<file path="src/rtl/collision_detector.sv">
// collision_detector: per-frame bird/wall/floor collision check and score keeper.
// A frame tick starts a short compare sequence (sample, x-overlap, y-gap, update).
// A hit latches the sticky collision level until restart.
// Optional build macro: CEILING_HIT_EN (a sampled bird_y of zero also counts as a hit).
module collision_detector #(
    parameter int unsigned BIRD_X   = 20,
    parameter int unsigned BIRD_W   = 4,
    parameter int unsigned BIRD_H   = 4,
    parameter int unsigned WALL_W   = 8,
    parameter int unsigned GAP_H    = 30,
    parameter int unsigned SCREEN_H = 120,
    parameter int unsigned SCORE_W  = 8
) (
    input  logic               i_clk,
    input  logic               i_reset,
    input  logic               i_flag,
    input  logic               i_restart,
    input  logic [6:0]         i_bird_y,
    input  logic [7:0]         i_wall_x,
    input  logic [6:0]         i_gap_y,
    output logic               o_collision,
    output logic [SCORE_W-1:0] o_score,
    output logic               o_done,
    output logic               o_busy,
    output logic               o_overrun
);

    typedef enum logic [2:0] {
        StIdle,
        StSample,
        StCheckX,
        StCheckY,
        StUpdate,
        StHit
    } state_t;

    state_t r_state;
    state_t w_state_next;

    logic [6:0]         r_bird_y;
    logic [7:0]         r_wall_x;
    logic [6:0]         r_gap_y;
    logic [7:0]         r_prev_x;
    logic               r_ovx;
    logic               r_outgap;
    logic               r_floor;
    logic               r_scored;
    logic               r_collision;
    logic [SCORE_W-1:0] r_score;
    logic               r_overrun;

    logic [8:0] w_wall_end;
    logic [7:0] w_bird_bot;
    logic [7:0] w_gap_bot;
    logic       w_ceiling;
    logic       w_hit;
    logic       w_passed;

    // Widened sums so the compares never wrap.
    assign w_wall_end = {1'b0, r_wall_x} + 9'(WALL_W);
    assign w_bird_bot = {1'b0, r_bird_y} + 8'(BIRD_H);
    assign w_gap_bot  = {1'b0, r_gap_y} + 8'(GAP_H);
    assign w_passed   = (w_wall_end <= 9'(BIRD_X));

`ifdef CEILING_HIT_EN
    assign w_ceiling = (r_bird_y == 7'd0);
`else
    assign w_ceiling = 1'b0;
`endif

    assign w_hit = (r_ovx && r_outgap) || r_floor || w_ceiling;

    // State register.
    always_ff @(posedge i_clk or posedge i_reset) begin
        if (i_reset) begin
            r_state <= StIdle;
        end else begin
            r_state <= w_state_next;
        end
    end

    // Next-state decode plus the busy/done strobes.
    always_comb begin
        w_state_next = r_state;
        o_busy       = 1'b0;
        o_done       = 1'b0;
        unique case (r_state)
            StIdle: begin
                if (i_flag) w_state_next = StSample;
            end
            StSample: begin
                o_busy       = 1'b1;
                w_state_next = StCheckX;
            end
            StCheckX: begin
                o_busy       = 1'b1;
                w_state_next = StCheckY;
            end
            StCheckY: begin
                o_busy       = 1'b1;
                w_state_next = StUpdate;
            end
            StUpdate: begin
                o_busy       = 1'b1;
                o_done       = 1'b1;
                w_state_next = w_hit ? StHit : StIdle;
            end
            StHit: begin
                // restart outranks a coincident flag, which is simply dropped
                if (i_restart) w_state_next = StIdle;
            end
            default: w_state_next = StIdle;
        endcase
    end

    // Datapath: capture, compare stages, score/collision update and overrun flag.
    always_ff @(posedge i_clk or posedge i_reset) begin
        if (i_reset) begin
            r_bird_y    <= '0;
            r_wall_x    <= '0;
            r_gap_y     <= '0;
            r_prev_x    <= '0;
            r_ovx       <= 1'b0;
            r_outgap    <= 1'b0;
            r_floor     <= 1'b0;
            r_scored    <= 1'b0;
            r_collision <= 1'b0;
            r_score     <= '0;
            r_overrun   <= 1'b0;
        end else begin
            if (o_busy && i_flag) r_overrun <= 1'b1;
            unique case (r_state)
                StSample: begin
                    r_bird_y <= i_bird_y;
                    r_wall_x <= i_wall_x;
                    r_gap_y  <= i_gap_y;
                end
                StCheckX: begin
                    r_ovx <= ({1'b0, r_wall_x} < 9'(BIRD_X + BIRD_W)) &&
                             (w_wall_end > 9'(BIRD_X));
                    // wall_x moving right means a fresh wall entered from the right edge
                    if (r_wall_x > r_prev_x) r_scored <= 1'b0;
                end
                StCheckY: begin
                    r_outgap <= (r_bird_y < r_gap_y) || (w_bird_bot > w_gap_bot);
                    r_floor  <= (w_bird_bot > 8'(SCREEN_H));
                end
                StUpdate: begin
                    r_prev_x <= r_wall_x;
                    if (w_hit) begin
                        r_collision <= 1'b1;
                    end else if (w_passed && !r_scored) begin
                        if (r_score != {SCORE_W{1'b1}}) r_score <= r_score + 1'b1;
                        r_scored <= 1'b1;
                    end
                end
                StHit: begin
                    if (i_restart) begin
                        r_collision <= 1'b0;
                        r_score     <= '0;
                        r_scored    <= 1'b0;
                    end
                end
                default: ;
            endcase
        end
    end

    assign o_collision = r_collision;
    assign o_score     = r_score;
    assign o_overrun   = r_overrun;

endmodule

</file>
<file path="config.mk">
export PLATFORM = sky130hd
export DESIGN_NAME = collision_detector
export DESIGN_NICKNAME = d
export VERILOG_FILES = /design/src/rtl/collision_detector.sv
export SDC_FILE = /design/constraint.sdc
export NUM_CORES = 1
export LEC_CHECK = 0
export CORE_MARGIN = 5
export CORE_UTILIZATION = 39
export DETAILED_ROUTE_END_ITERATION = 8
export PLACE_DENSITY = 0.62
export SLEW_MARGIN = 20
export SYNTH_ARGS = -nofsm -noshare
export SYNTH_HDL_FRONTEND = slang
export SYNTH_SLANG_ARGS = --single-unit
export TNS_END_PERCENT = 50
</file>
<file path="constraint.sdc">
create_clock -name i_clk -period 2 [get_ports i_clk]
set_input_delay 0.3 -clock i_clk [delete_from_list [all_inputs] [get_ports i_clk]]
set_output_delay 0.3 -clock i_clk [all_outputs]
set_load 0.05 [all_outputs]
</file>
# [After elaboration in Yosys (flattened, before gate mapping)]
# Cells that the tools add are included.
[classes] reduce_logical=15 order_cmp=7 muxes=18 eq_ne=13 addsub=4
[ops] op="2-to-1 mux 8 bit" count=4
[ops] op="one-hot mux 3 bit (6 select lines)" count=1
[ops] op="greater-than comparator 8 bit" count=2
[ops] op="one-hot mux 8 bit (2 select lines)" count=1
[ops] op="inequality test 2 bit (second input constant)" count=7
[ops] op="AND reduction 5 bit" count=2
[ops] op="adder 8 x 4 -> 9 bit (second input constant)" count=1
[ops] op="greater-than comparator 9 x 5 -> 1 bit (second input constant)" count=1
[ops] op="<= comparator 9 x 5 -> 1 bit (second input constant)" count=1
[ops] op="2-to-1 mux 3 bit" count=3
[ops] op="adder 7 x 3 -> 8 bit (second input constant)" count=1
[ops] op="adder 7 x 5 -> 8 bit (second input constant)" count=1
[ops] op="adder 8 x 1 -> 8 bit (second input constant)" count=1
[ops] op="greater-than comparator 8 x 7 -> 1 bit (second input constant)" count=1
[ops] op="< comparator 8 x 5 -> 1 bit (second input constant)" count=1
[ops] op="inequality test 8 bit (second input constant)" count=1
[ops] op="< comparator 7 bit" count=1
[ops] op="2-to-1 mux 1 bit" count=7
[ops] op="equality test 3 x 2 -> 1 bit (second input constant)" count=2
[ops] op="equality test 3 bit (second input constant)" count=2
[ops] op="logical AND 1 bit" count=4
[ops] op="OR reduction 4 bit" count=1
[ops] op="equality test 3 x 1 -> 1 bit (second input constant)" count=1
[ops] op="logical NOT 3 bit" count=1
[ops] op="other kinds (8)" count=9
[totals] inputBits=26 elab_cells=69 reg_bits=47 output_inout_bits=12

# [Logic depth before layout (Yosys ltp)]
# Gate-level depths: netlist (run 1).
[logic_depth] word_depth=6 mapped_depth=9 depth_no_buf=9

# [Worst setup path before layout (run 1)]
# No wires, ideal clock.
[synth_path] path_type="register to register" from="reg r_wall_x[3]" to="reg r_score[6] (netlist: o_score[6])" t_arrival_ps=2065 setup_slack_ps=-188 stages_incl_launch_ff=8 setup_ps=123 cell_sequence="dfrtp_1 ha_1 a21bo_2 a2111o_1 or3_1 buf_6 or2_0 o221a_1"
[synth_via] elab_chain_len=5
[synth_lines] item="from (decl)" line_no="41" rtl="logic [7:0] r_wall_x;"
[synth_lines] item="from (signal assigned)" line_no="135" rtl="r_wall_x <= i_wall_x;"
[synth_lines] item="adder 8 x 4 -> 9 bit" line_no="60" rtl="assign w_wall_end = {1'b0, r_wall_x} + 9'(WALL_W);"
[synth_lines] item="<= comparator 9 x 5 -> 1 bit" line_no="63" rtl="assign w_passed = (w_wall_end <= 9'(BIRD_X));"
[synth_lines] item="logical AND 1 bit" line_no="152" rtl="end else if (w_passed && !r_scored) begin"
[synth_lines] item="inequality test 2 bit (no line)"
[synth_lines] item="AND reduction 5 bit (no line)"
[synth_lines] item="to (signal assigned)" line_no="153" rtl="if (r_score != {SCORE_W{1'b1}}) r_score <= r_score + 1'b1;"
[synth_lines] item="to (decl)" line_no="49" rtl="logic [SCORE_W-1:0] r_score;"
# No other way between the ends.
# A chain may end at the register's enable or synchronous reset.

# [Worst setup path in the final report (run 1)]
[layout_path] from="reg r_wall_x[4]" to="reg r_score[6] (netlist: o_score[6])"
# Same word-level chain as after synthesis.

==> reports/results.ini, run 1 <==
[outcome]
outcome=complete, but fails checks
violations=setup timing

[yosys]
synth.distinct_cells=49
synthXorXnorAreaFrac=0.0223
synthFlopType=dfrtp_1
yosysSeqAreaShare=0.428
synthCells=286
synthMuxAreaShare=0.0446
synth-compound-area-share=0.170
yosys_warnings=0
synth_simple_gate_area_frac=0.154
synth_edf_count=0
syn-num-nets=341
async_reset_ff_frac=1.00
syn_area_um2=2750
synth_fa_ha_area_frac=0.132
syn_avg_cell_area_um2=9.60
synth_top_family_by_area=compound AO/OA/AOI/OAI gates
ys_ff_latch=47

[clocking]
worstSkewPairLatency_ns=0.31
path_clk_slew_ns=0.10
hold_buffers=0
htree_levels=2
numCtsBuffers=5
clk_path_buf_depth=2
cts.sinks=47
cts_tree=yes
cts-root-buf=clkbuf_8

[floorplan]
die_area_um2=8820
core-area_um2=6830
io_pins=38
die_w_um=93.9
dieHeight_um=93.9
initial_core_util=0.402
rows=30

[critical_path]
rrSetupSlack_ns=-0.19
worst_setup_path_end_kind=flop
critPathMaxFanout=5
reg2reg_depth=6
cp-start-kind=flop
arrival_ns=2.38
timing.rr.start=r_wall_x[4]$_DFFE_PP0P_
crit_type=flop to flop
slowest_stage=dfrtp_1
startpoint=r_wall_x[4]$_DFFE_PP0P_
crit_path_max_incr_delay_ns=0.43
cp.required_ns=2.19
path_cells=ha_2, a21bo_2, a2111o_1, or3_4, or2_4, o221a_1

[power_and_ir_drop]
power_density_nw_per_um2=1620
ir_drop_mv=1.34
leakage_nw=1.63

[placed_design]
portBuffers=37
dpl_cell_area_um2=3460
gp_congestion=0.844
dpl_worst_slack_ns=-0.321
hpwl_um=4480

[sta]
finalSetupViolCount=9
setup_ws_ns=-0.190
fin_tns_setup_ns=-0.952
period_share=1.09
report.final.slew_viol_count=0
grt_setup_unrepaired=true
max_freq_mhz=457
maxSlewHeadroom=0.663
finalHoldViolCount=0
worstMarginPinSlew_ns=0.503
period_minus_slack_ns=2.19
clock_skew_ns=0.0121

[grt]
grt_overflow=0
grt_pass1_wl_um=10600
antenna_found_initial=0
grt_pass1_vias=2268
grt_max_degree=48
grt.total_usage=0.151

[worst_hold_path]
hold_class=input pin to asynchronous set/reset pin

[detailed_routing]
drtIter0Drc=116
vias=2313
routed_wl_um=6250
routed_via_density=5.11
drtPass1Iterations=4
routedWlPerCell_um=13.8
drc=0
antenna_left=0

[layout]
regArea_um2=1180
fillers=631
layout_common_cells=dfrtp_1, clkdlybuf4s50_1, nand2_1
final_common_cell=dfrtp_1
n_antenna_cell=0
syn2layout_area_growth_pct=36.3
final_area_um2=3740
nNetsFinal=411
multi_input_area_um2=1570
final_layout_size_suffix_gt1_frac=0.221

[flow_run]
cap_viol_max_count=0

[layer usage]
layer  up-vias  global-route usage  routed length, um  part of all wire
li1       1148                   -                  -                 -
met1      1108               0.212               3180              0.51
met2        44               0.228               2720              0.44
met3        13              0.0353                256             0.041
met4         0              0.0469                 89             0.014
met5         -                   0                  0                 0
[Yosys cell counts, drive strengths merged, types with 4 or more instances]
| library cell | count | share of area |
|---|---|---|
| nand2 | 34 | 0.046 |
| nor3 | 8 | 0.015 |
| o21ai | 34 | 0.063 |
| a21o | 4 | 0.011 |
| ha | 29 | 0.13 |
| mux2 | 10 | 0.041 |
| nor2 | 9 | 0.012 |
| dfrtp | 47 | 0.43 |
| nand3 | 10 | 0.018 |
| inv | 24 | 0.033 |
| a21oi | 10 | 0.018 |
| clkbuf | 5 | 0.0068 |
| xnor2 | 7 | 0.022 |
| nor2b | 6 | 0.014 |
| nand2b | 4 | 0.0091 |
[where the power goes]
part | switching (mW) | leakage [nW] | total [mW] | internal (mW)
Sequential | 0.349 | 0.580 | 1.70 | 1.35
Clock | 0.338 | 0.0612 | 0.743 | 0.405
Combinational | 1.84 | 0.992 | 3.61 | 1.77
[cells by family after synthesis]
group,after synthesis
AO/OA/AOI/OAI,74
XOR/XNOR,7
adder cells (fa/ha/maj),29
buffers and inverters,32
flip-flops,47
multiplexers,11
AND/OR/NAND/NOR,86
[path summary, 6_finish.rpt]
check                                           to
setup / recovery            o_score[6]$_DFFE_PP0P_
hold / removal             r_prev_x[0]$_DFFE_PP0P_
setup reg to reg            o_score[6]$_DFFE_PP0P_
hold reg to reg              o_overrun$_DFFE_PP0P_
max in group asynchronous        r_ovx$_DFFE_PP0P_
min in group i_clk           o_overrun$_DFFE_PP0P_
[final cells by class]
type | instances | area share
Clock inverter | 2 | 0.00936
Timing Repair Buffer | 69 | 0.177
Sequential cell | 47 | 0.314
Tap cell | 96 | 0.0321
Clock buffer | 6 | 0.0221
Multi-Input combinational cell | 208 | 0.420
Inverter | 25 | 0.0251
[registers in the layout (all words and copies together) (netlist names)]
signal,count
r_floor,1
o_overrun,1
r_scored,1
r_ovx,1
r_outgap,1
r_gap_y,7
r_state,3
r_wall_x,8
o_score,8
r_prev_x,8
r_bird_y,7
o_collision,1
[stage by stage]
step	util	instances	hold slack (ns)	power (mW)
floorplan	-	286	0.417	3.81
global placement	0.506	440	0.443	4.96
detailed placement	0.506	440	0.448	5.02
CTS	0.528	450	0.350	5.83
global route	0.548	453	0.400	6.59
finish	0.548	453	0.332	6.06
[what timing repair did]
| action | in CTS | in global routing |
|---|---|---|
| resized for setup | 5 | 24 |
| setup buffers | 1 | 3 |
| pin swaps | 4 | 11 |
| endpoints found under the setup margin | 9 | 10 |
| cloned | 1 | 0 |
| endpoints found under the hold margin | 0 | 0 |
[critical path, delay by kind of cell (launching register included)]
kind                       cells  cell delay (ns)
AOI/OAI and AO/OA              3             0.79
and+or+nand+nor                2             0.66
DFF                            1             0.43
adders and majority gates      1             0.20
No activity file was read; power rests on OpenSTA's default activity.
==> run 2: changes to the inputs <==
PLACE_DENSITY = 0.6   (was 0.62)
clock period = 2.2 ns   (was 2 ns; I/O delays follow)
==> reports/results.ini, run 2 (synthesized netlist as in run 1, its figures left out) <==
[power_and_ir_drop]
ir_drop_mv=0.839  ; -37%
power_density_nw_per_um2=1450  ; -10%
leakage_nw=1.57  ; -4.0%

[sta]
clock_skew_ns=0.00816  ; -0.00394 ns
period_share=1.01  ; -0.0859
finalSetupViolCount=2  ; -7
max_freq_mhz=450  ; -1.4%
holdWs_ns=0.366  ; +0.0343 ns
finalHoldViolCount=0  ; unchanged
setup_ws_ns=-0.0200  ; +0.170 ns
period_minus_slack_ns=2.22  ; +0.0300 ns
worstMarginPinSlew_ns=0.500  ; -0.00290 ns
maxSlewHeadroom=0.665  ; +0.00194
report.final.slew_viol_count=0  ; unchanged
grt_setup_unrepaired=true

[clocking]
htree_levels=2  ; unchanged
path_clk_slew_ns=0.09  ; about the same
worstSkewPairLatency_ns=0.31  ; about the same
clk_path_buf_depth=2  ; unchanged
numCtsBuffers=5  ; unchanged
cts.sinks=47  ; unchanged
cts_tree=yes
cts-root-buf=clkbuf_8

[grt]
grt_max_degree=48  ; unchanged
antenna_found_initial=0  ; unchanged
grt_pass1_vias=2154  ; -5.0%
grt.total_usage=0.146  ; -0.00464
grt_pass1_wl_um=10100  ; -4.0%
grt_overflow=0  ; unchanged

[layout]
nNetsFinal=403  ; -1.9%
final_area_um2=3640  ; -2.7%
syn2layout_area_growth_pct=32.6
layout_common_cells=dfrtp_1, clkdlybuf4s50_1, nand2_1
n_antenna_cell=0  ; unchanged
final_common_cell=dfrtp_1
final_layout_size_suffix_gt1_frac=0.189  ; -0.0322

[critical_path]
reg2reg_depth=6  ; unchanged
worst_setup_path_end_kind=flop
crit_type=flop to flop
cp.required_ns=2.40  ; +0.21 ns
critPathMaxFanout=5  ; unchanged
arrival_ns=2.42  ; +0.04 ns
cp-start-kind=flop

[flow_run]
cap_viol_max_count=0  ; unchanged

[floorplan]
die_area_um2=8820  ; unchanged
dieHeight_um=93.9  ; unchanged
rows=30  ; unchanged
initial_core_util=0.402  ; unchanged
die_w_um=93.9  ; unchanged
io_pins=38  ; unchanged
core-area_um2=6830  ; unchanged

[detailed_routing]
drc=0  ; unchanged
routed_wl_um=6180  ; -1.0%
routedWlPerCell_um=13.9  ; +0.76%
drtIter0Drc=75  ; -35%
antenna_left=0  ; unchanged
routed_via_density=4.89  ; -4.1%
vias=2178  ; -5.8%
drtPass1Iterations=4  ; unchanged

[outcome]
outcome=complete, but fails checks
violations=setup timing

[placed_design]
gp_congestion=0.855  ; +1.4%
portBuffers=37  ; unchanged
hpwl_um=4360  ; -2.7%
dpl_cell_area_um2=3360  ; -2.7%

[worst_hold_path]
hold_class=input pin to asynchronous set/reset pin

run 2: cell types whose count changed in the layout (fill, tap and decap cells not counted), moves of 2 or more:
cell and change:
ha_4 +4, buf_12 -2, buf_4 -5, ha_2 -2
ha_1 -2, nor3_2 +2
run 2: metal layers:
layer  track usage  part of all wire
met3        0.0256             0.040
met2         0.216              0.41
met5             0                 0
met1         0.212              0.53
met4        0.0542             0.014
run 2: worst paths after layout:
kind | start | end | slack [ns]
min in group i_clk | o_overrun$_DFFE_PP0P_ | o_overrun$_DFFE_PP0P_ | 0.47
worst max register to register | r_wall_x[4]$_DFFE_PP0P_ | o_score[6]$_DFFE_PP0P_ | -0.02
worst min-delay path | i_reset | r_bird_y[1]$_DFFE_PP0P_ | 0.37
max in group asynchronous | i_reset | r_ovx$_DFFE_PP0P_ | 1.59
worst max-delay path | r_wall_x[4]$_DFFE_PP0P_ | o_score[6]$_DFFE_PP0P_ | -0.02
worst min register to register | o_overrun$_DFFE_PP0P_ | o_overrun$_DFFE_PP0P_ | 0.47
run 2: layout make-up:
cell class,count,area [um2]
Timing Repair Buffer,61,571
Inverter,25,93.8
Fill cell,645,3190
Tap cell,96,120
Clock inverter,2,35.0
Clock buffer,6,82.6
Multi-Input combinational cell,208,1560
Sequential cell,47,1180
run 2: what timing repair did:
action | in CTS | in global routing
setup buffers | 1 | 4
hold buffers | 0 | 0
pin swaps | 2 | 11
setup endpoints to repair | 8 | 9
gates cloned | 0 | 1
resized for setup | 1 | 18
run 2: critical path: stages, from the launching register on:
cell and delay [ns]:
dfrtp_1 0.44, ha_1 0.19, a21bo_2 0.22, a2111o_1 0.40
or3_4 0.43, or2_0 0.23, o221a_1 0.21
run 2: through the flow:
stage / setup WS (ns) / util / total power, mW / cells / TNS [ns]
5_1_grt: -0.0680 / 0.533 / 5.80 / 445 / -0.319
3_3_place_gp: 0.0108 / 0.492 / 4.30 / 431 / 0
4_1_cts: 0.0159 / 0.512 / 5.08 / 440 / 0
2_1_floorplan: 0.0120 / - / 3.46 / 286 / 0
3_5_place_dp: -0.0915 / 0.492 / 4.35 / 431 / -0.376
6_report: -0.0200 / 0.533 / 5.29 / 445 / -0.0221
run 2: where the power goes:
part | switching [mW] | internal [mW]
registers | 0.332 | 1.23
logic | 1.61 | 1.44
clock network | 0.306 | 0.368
